File: config.mk
export PLATFORM = sky130hd
export DESIGN_NAME = uart_tx_frame_flat
export DESIGN_NICKNAME = d
export VERILOG_FILES = /design/src/rtl/uart_pkg.sv /design/src/rtl/uart_tx_frame_if.sv /design/src/rtl/uart_baud_tick.sv /design/src/rtl/uart_tx_frame.sv /design/src/flat_wrapper.sv
export SDC_FILE = /design/constraint.sdc
export NUM_CORES = 1
export LEC_CHECK = 0
export ABC_AREA = 1
export BUFFER_PORTS_ARGS = -buffer_cell sky130_fd_sc_hd__buf_2
export CAP_MARGIN = 5
export CORE_ASPECT_RATIO = 1.4
export CORE_MARGIN = 2
export CORE_UTILIZATION = 57
export CTS_CLUSTER_SIZE = 30
export DETAILED_ROUTE_END_ITERATION = 10
export MAX_ROUTING_LAYER = met4
export PLACE_DENSITY = 0.86
export SLEW_MARGIN = 10
export SYNTH_ARGS = -nofsm -noshare
export SYNTH_HDL_FRONTEND = slang
export SYNTH_HIERARCHICAL = 1
export SYNTH_SLANG_ARGS = --single-unit
File: constraint.sdc
create_clock -name clk -period 5.4 [get_ports clk]
set_clock_uncertainty 0.2 [all_clocks]
set_input_delay 1.08 -clock clk [delete_from_list [all_inputs] [get_ports clk]]
set_output_delay 1.08 -clock clk [all_outputs]
set_load 0.05 [all_outputs]
File: src/rtl/uart_pkg.sv
// Shared constants for the UART transmitter: parity modes, FSM state encoding
// and the parity helper used when a word is latched.
package uart_pkg;

  localparam logic [1:0] PARITY_NONE = 2'd0;
  localparam logic [1:0] PARITY_ODD  = 2'd1;
  localparam logic [1:0] PARITY_EVEN = 2'd2;

  localparam logic [2:0] ST_IDLE   = 3'd0;
  localparam logic [2:0] ST_START  = 3'd1;
  localparam logic [2:0] ST_DATA   = 3'd2;
  localparam logic [2:0] ST_PARITY = 3'd3;
  localparam logic [2:0] ST_STOP   = 3'd4;

  typedef enum logic [2:0] {
    S_IDLE   = ST_IDLE,
    S_START  = ST_START,
    S_DATA   = ST_DATA,
    S_PARITY = ST_PARITY,
    S_STOP   = ST_STOP
  } tx_state_e;

  // Data is zero-extended to 9 bits, so padding never changes the XOR.
  function automatic logic parity_bit(input logic [8:0] data, input logic [1:0] mode);
    logic even_s;
    even_s = ^data;
    case (mode)
      PARITY_ODD:  parity_bit = ~even_s;
      PARITY_EVEN: parity_bit = even_s;
      default:     parity_bit = 1'b0;
    endcase
  endfunction

endpackage

File: src/rtl/uart_tx_frame_if.sv
// Word handshake between a byte source and the UART transmitter.
interface uart_tx_frame_if #(
  parameter int DATA_BITS = 8
) ();

  logic [DATA_BITS-1:0] tx_data;
  logic                 tx_valid;
  logic                 tx_ready;

  modport master (output tx_data, output tx_valid, input tx_ready);
  modport slave  (input tx_data, input tx_valid, output tx_ready);

endinterface

File: src/rtl/uart_baud_tick.sv
// Bit-period counter: emits a one-cycle clock-enable when the count reaches
// the divisor, then restarts from zero.
module uart_baud_tick #(
  parameter int DIV_W = 24
) (
  input  logic             clk,
  input  logic             rst_n,
  input  logic             clr,
  input  logic [DIV_W-1:0] divisor,
  output logic             tick
);

  logic [DIV_W-1:0] cnt_r;

  assign tick = (cnt_r == divisor);

  // Period counter, cleared on demand and reloaded after each tick.
  always_ff @(posedge clk or negedge rst_n) begin
    if (!rst_n) begin
      cnt_r <= '0;
    end else if (clr || tick) begin
      cnt_r <= '0;
    end else begin
      cnt_r <= cnt_r + DIV_W'(1);
    end
  end

endmodule

File: src/rtl/uart_tx_frame.sv
// UART transmitter: frames handshaked words with start, data, optional parity
// and stop bits onto a registered serial line timed by a clock-enable tick.
module uart_tx_frame
  import uart_pkg::*;
#(
  parameter int DATA_BITS = 8,
  parameter int PARITY    = 0,
  parameter int STOP_BITS = 1,
  parameter int MSB_FIRST = 0,
  parameter int DIV_W     = 24
) (
  input  logic             clk,
  input  logic             rst_n,
  input  logic [DIV_W-1:0] divisor,
  uart_tx_frame_if.slave   bus,
  output logic             tx,
  output logic             busy
);

  localparam logic [1:0] PAR_MODE   = 2'(PARITY);
  localparam logic       HAS_PARITY = (PAR_MODE != PARITY_NONE);
  localparam logic       MSB        = (MSB_FIRST != 0);
  localparam logic [3:0] LAST_DATA  = 4'(DATA_BITS - 1);
  localparam logic [3:0] LAST_STOP  = 4'(STOP_BITS - 1);

  tx_state_e            state_r;
  tx_state_e            state_nxt_s;
  logic [3:0]           idx_r;
  logic [3:0]           idx_nxt_s;
  logic [DATA_BITS-1:0] data_r;
  logic [DIV_W-1:0]     div_r;
  logic                 parity_r;
  logic                 tx_r;
  logic                 tx_nxt_s;
  logic                 tick_s;
  logic                 ready_s;
  logic                 accept_s;
  logic                 cnt_clr_s;
  logic                 last_stop_s;
  logic [15:0]          data_ext_s;
  logic [3:0]           bit_sel_s;

  // Ready depends only on registered state so there is no path from tx_valid.
  assign last_stop_s = (idx_r == LAST_STOP);
  assign ready_s     = (state_r == S_IDLE) ||
                       ((state_r == S_STOP) && last_stop_s && tick_s);
  assign accept_s    = bus.tx_valid && ready_s;
  assign cnt_clr_s   = (state_r == S_IDLE) || accept_s;

  assign bus.tx_ready = ready_s;
  assign busy         = (state_r != S_IDLE);
  assign tx           = tx_r;

  uart_baud_tick #(
    .DIV_W (DIV_W)
  ) u_tick (
    .clk     (clk),
    .rst_n   (rst_n),
    .clr     (cnt_clr_s),
    .divisor (div_r),
    .tick    (tick_s)
  );

  // Next-state and bit-index logic, advancing only at the end of a bit period.
  always_comb begin
    state_nxt_s = state_r;
    idx_nxt_s   = idx_r;
    case (state_r)
      S_IDLE: begin
        if (accept_s) begin
          state_nxt_s = S_START;
          idx_nxt_s   = 4'd0;
        end else begin
          state_nxt_s = S_IDLE;
        end
      end
      S_START: begin
        if (tick_s) begin
          state_nxt_s = S_DATA;
          idx_nxt_s   = 4'd0;
        end else begin
          state_nxt_s = S_START;
        end
      end
      S_DATA: begin
        if (tick_s && (idx_r == LAST_DATA)) begin
          idx_nxt_s = 4'd0;
          if (HAS_PARITY) begin
            state_nxt_s = S_PARITY;
          end else begin
            state_nxt_s = S_STOP;
          end
        end else if (tick_s) begin
          idx_nxt_s = idx_r + 4'd1;
        end else begin
          state_nxt_s = S_DATA;
        end
      end
      S_PARITY: begin
        if (tick_s) begin
          state_nxt_s = S_STOP;
          idx_nxt_s   = 4'd0;
        end else begin
          state_nxt_s = S_PARITY;
        end
      end
      S_STOP: begin
        if (tick_s && last_stop_s && accept_s) begin
          state_nxt_s = S_START;
          idx_nxt_s   = 4'd0;
        end else if (tick_s && last_stop_s) begin
          state_nxt_s = S_IDLE;
          idx_nxt_s   = 4'd0;
        end else if (tick_s) begin
          idx_nxt_s = idx_r + 4'd1;
        end else begin
          state_nxt_s = S_STOP;
        end
      end
      default: begin
        state_nxt_s = S_IDLE;
        idx_nxt_s   = 4'd0;
      end
    endcase
  end

  // Line level for the upcoming cycle, so tx itself can be a plain flop.
  always_comb begin
    data_ext_s = 16'(data_r);
    if (MSB) begin
      bit_sel_s = LAST_DATA - idx_nxt_s;
    end else begin
      bit_sel_s = idx_nxt_s;
    end
    case (state_nxt_s)
      S_IDLE:   tx_nxt_s = 1'b1;
      S_START:  tx_nxt_s = 1'b0;
      S_DATA:   tx_nxt_s = data_ext_s[bit_sel_s];
      S_PARITY: tx_nxt_s = parity_r;
      S_STOP:   tx_nxt_s = 1'b1;
      default:  tx_nxt_s = 1'b1;
    endcase
  end

  // FSM state, bit index and serial line register.
  always_ff @(posedge clk or negedge rst_n) begin
    if (!rst_n) begin
      state_r <= S_IDLE;
      idx_r   <= 4'd0;
      tx_r    <= 1'b1;
    end else begin
      state_r <= state_nxt_s;
      idx_r   <= idx_nxt_s;
      tx_r    <= tx_nxt_s;
    end
  end

  // Word, divisor and parity are captured at the transfer edge and held.
  always_ff @(posedge clk or negedge rst_n) begin
    if (!rst_n) begin
      data_r   <= '0;
      div_r    <= '0;
      parity_r <= 1'b0;
    end else if (accept_s) begin
      data_r   <= bus.tx_data;
      div_r    <= divisor;
      parity_r <= parity_bit(9'(bus.tx_data), PAR_MODE);
    end else begin
      data_r   <= data_r;
      div_r    <= div_r;
      parity_r <= parity_r;
    end
  end

endmodule

File: src/flat_wrapper.sv
// flat-port wrapper written by rule: the top's interface ports become plain ports
module uart_tx_frame_flat import uart_pkg::*;
#(
  parameter int DATA_BITS = 8,
  parameter int PARITY    = 0,
  parameter int STOP_BITS = 1,
  parameter int MSB_FIRST = 0,
  parameter int DIV_W     = 24
)
  (clk, rst_n, divisor, tx, busy, bus_tx_data, bus_tx_valid, bus_tx_ready);
  uart_tx_frame_if #(.DATA_BITS(DATA_BITS)) bus_i ();
  input  logic clk;
  input  logic rst_n;
  input  logic [DIV_W-1:0] divisor;
  output logic tx;
  output logic busy;
  input wire logic [$bits(bus_i.tx_data)-1:0] bus_tx_data;
  input wire logic [$bits(bus_i.tx_valid)-1:0] bus_tx_valid;
  output wire logic [$bits(bus_i.tx_ready)-1:0] bus_tx_ready;
  assign bus_i.tx_data = bus_tx_data;
  assign bus_i.tx_valid = bus_tx_valid;
  assign bus_tx_ready = bus_i.tx_ready;
  uart_tx_frame #(.DATA_BITS(DATA_BITS), .PARITY(PARITY), .STOP_BITS(STOP_BITS), .MSB_FIRST(MSB_FIRST), .DIV_W(DIV_W)) u_core (.clk(clk), .rst_n(rst_n), .divisor(divisor), .bus(bus_i), .tx(tx), .busy(busy));
endmodule
==> results.json <==
{
  "status": "finished, final reports clean",
  "min_period_ps": 3630,
  "whs_path_depth": 1,
  "min_from": "u_core/data_r[4]",
  "die_area_um2": 7310,
  "first_global_vias": 3131,
  "cap_violations": 0,
  "first_pass_iters": 5,
  "syn2layout_area_growth_pct": 10.6,
  "cts_sinks": 64,
  "p_sw_mw": 0.452,
  "rsz0062_at_grt": "no",
  "p_leak_nw": 2.23,
  "crit_arrival_ps": 2350,
  "path_clk_slew_ps": 70,
  "synth.distinct_cells": 29,
  "antenna_found_initial": 0,
  "r2r_slack_ps": 2400,
  "grt_pass1_wl_um": 13600,
  "slew_viol_final": 0,
  "fin_crit_sh_pct": 67.2,
  "intPower_mw": 0.965,
  "drt-total-wl_um": 7680,
  "yosysWarnings": 6,
  "wl_met1_um": 3080,
  "cp_max_fo": 7,
  "relSlewSlack_pct": 46.4,
  "fillers": 536,
  "syn_inst": 458,
  "yosysSeqAreaShare_pct": 42.4,
  "portBuffers": 37,
  "htreeDepth": 3,
  "finalNonFillerCells": 581,
  "yosys_register_bits": 64,
  "crit_path_end_kind": "primary output",
  "die_y_um": 100,
  "syn_area_per_cell_um2": 8.25,
  "total_power_mw": 1.42,
  "power_frac_clock_pct": 25.4,
  "cts_root_buffer": "clkbuf_8",
  "maxUsedRoutingLayer": "met4",
  "startpoint_type": "flop",
  "groute.usage.overall_pct": 24.8,
  "cts_hold_buf": 0,
  "utilization_pct": 64.5,
  "drive_gt1_share_pct": 21.5,
  "fin_nets": 541,
  "p_sw_share_pct": 31.9,
  "post-cts-setup-buffers": 0,
  "wire_per_inst_um": 13.2,
  "rows": 35,
  "powerDensity_nw_per_um2": 339,
  "min_path_type": "flop to flop",
  "reg2reg_to": "u_core/u_tick/cnt_r[5]",
  "p_comb_share_pct": 25.9,
  "worst-setup-path-type": "flop to primary output",
  "tightest_slew_ps": 803,
  "ir_drop_mv": 0.207,
  "grt_overflow_total": 0,
  "diodes": 0,
  "gp_congestion": 1.04,
  "dpl.cell_count": 565,
  "required_ps": 4120,
  "dr_wl_met2_um": 4030,
  "drc_errors": 0,
  "numCtsBuffers": 9,
  "netlist_area_um2": 3780,
  "fmax_ghz": 0.276,
  "p_seq_share_pct": 48.6,
  "die_w_um": 72.8,
  "cts_resized": 0,
  "fin_setup_tns_ps": 0,
  "wl_met3_um": 276,
  "r2r-start": "u_core/u_tick/cnt_r[8]",
  "finalHoldViolations": 0,
  "syn_nets": 497,
  "dp_hpwl_um": 5640,
  "viasPerCell": 5.19,
  "antenna_violating_nets_post_route": 0,
  "grt_max_degree": 65,
  "setup-violations-final": 0,
  "cts_tree": "built",
  "coreArea_um2": 6480,
  "io_pins": 38,
  "clock_path_buffers": 2,
  "vias": 3017,
  "floorplan.initialDensity_pct": 58.3,
  "min_to": "u_core/data_r[4]",
  "clock_latency_ps": 350,
  "reg2reg_depth": 17,
  "drtIter0Drc": 141
}
==> state kept, by name (all words and copies together) (netlist names) <==
register and cells:
u_core/tx 1, u_core/data_r 8, u_core/div_r 24, u_core/state_r 3, u_core/idx_r 4, u_core/u_tick/cnt_r 24
==> logic make-up (layout without fill, tap and decap cells) <==
group / count (synthesis) / after routing / share of synthesized area, %
XOR/XNOR: 16 / 16 / 3.71
multiplexers: 32 / 32 / 12.4
AO/OA/AOI/OAI: 15 / 15 / 2.58
adder cells (fa/ha/maj): 4 / 4 / 1.32
AND/OR/NAND/NOR: 254 / 254 / 29.3
buffers and inverters: 73 / 122 / 8.24
flip-flops: 64 / 64 / 42.4
==> cell type report <==
cell class / instances / area (µm²) / share of cell area (%)
well taps: 74 / 92.6 / 2.21
inverters: 68 / 255 / 6.11
clock inverters: 6 / 35.0 / 0.838
repair buffers: 38 / 193 / 4.61
clock buffers: 10 / 138 / 3.29
flip-flops and latches: 64 / 1600 / 38.3
multi-input cells: 321 / 1860 / 44.6
==> worst max-delay path by stage <==
| stage | start | to | slack (ps) | depth (start not counted) |
|---|---|---|---|---|
| after floorplan | u_core/u_tick/cnt_r[2] | bus_tx_ready | 2450 | 12 |
| after global placement | u_core/u_tick/cnt_r[8] | bus_tx_ready | 2190 | 13 |
| after detailed placement | u_core/u_tick/cnt_r[8] | bus_tx_ready | 2130 | 13 |
| after CTS | u_core/u_tick/cnt_r[8] | bus_tx_ready | 1730 | 13 |
| after global routing | u_core/u_tick/cnt_r[12] | bus_tx_ready | 1540 | 13 |
| final | u_core/u_tick/cnt_r[8] | bus_tx_ready | 1770 | 13 |
==> stage by stage <==
step	hold WS, ps	setup WS, ps	instance area (µm²)
2_1_floorplan	280	2450	3780
3_3_place_gp	293	2190	4010
3_5_place_dp	298	2130	4010
4_1_cts	314	1730	4180
5_1_grt	327	1540	4180
6_report	313	1770	4180
==> Yosys cell counts (all sizes together) <==
cell,count,area [µm²]
nand2,140,556
nor2,78,318
inv,68,255
dfrtp,63,1580
mux2,32,469
nand3,26,153
xor2,14,123
o21ai,10,50.0
nand4,7,43.8
buf,5,56.3
ha,4,50.1
nor3,3,37.5
xnor2,2,17.5
a21oi,1,16.3
a32oi,1,8.76
dfstp,1,26.3
o211ai,1,7.51
o21a,1,7.51
o31ai,1,7.51
==> layer usage <==
metal  global-route usage (%)  vias to the layer above
met5                        -                        -
met4                     13.5                        0
met3                     6.22                       24
met2                     41.5                       64
met1                     26.5                     1427
li1                         -                     1502
==> placed cells by master (no fill, tap or decap), drive strengths merged <==
master    instances
a21oi             1
a32oi             1
buf              38
clkbuf           10
clkinv            4
clkinvlp          2
dfrtp            63
dfstp             1
ha                4
inv              68
mux2             32
nand2           140
nand3            26
nand4             7
nor2             78
nor3              3
o211ai            1
o21a              1
o21ai            10
o31ai             1
xnor2             2
xor2             14
==> power groups by stage <==
stage / clock network [mW] / registers [mW] / logic [mW]
after global placement: 0 / 0.690 / 0.354
after floorplan: 0 / 0.667 / 0.303
final: 0.360 / 0.689 / 0.368
after global routing: 0.394 / 0.703 / 0.419
after CTS: 0.371 / 0.690 / 0.371
after detailed placement: 0 / 0.695 / 0.368
==> critical path, stage by stage, from the launching register on <==
cell and delay, ps:
dfrtp_1 430, inv_1 80, nand2_1 60, nand2_1 50
nor2_1 120, nand2_1 100, nor2_1 150, nand3_2 110
inv_1 200, inv_2 90, nor2_4 90, nand2_2 80
a21oi_4 160, buf_2 290
(Power assumes the default switching activity.)
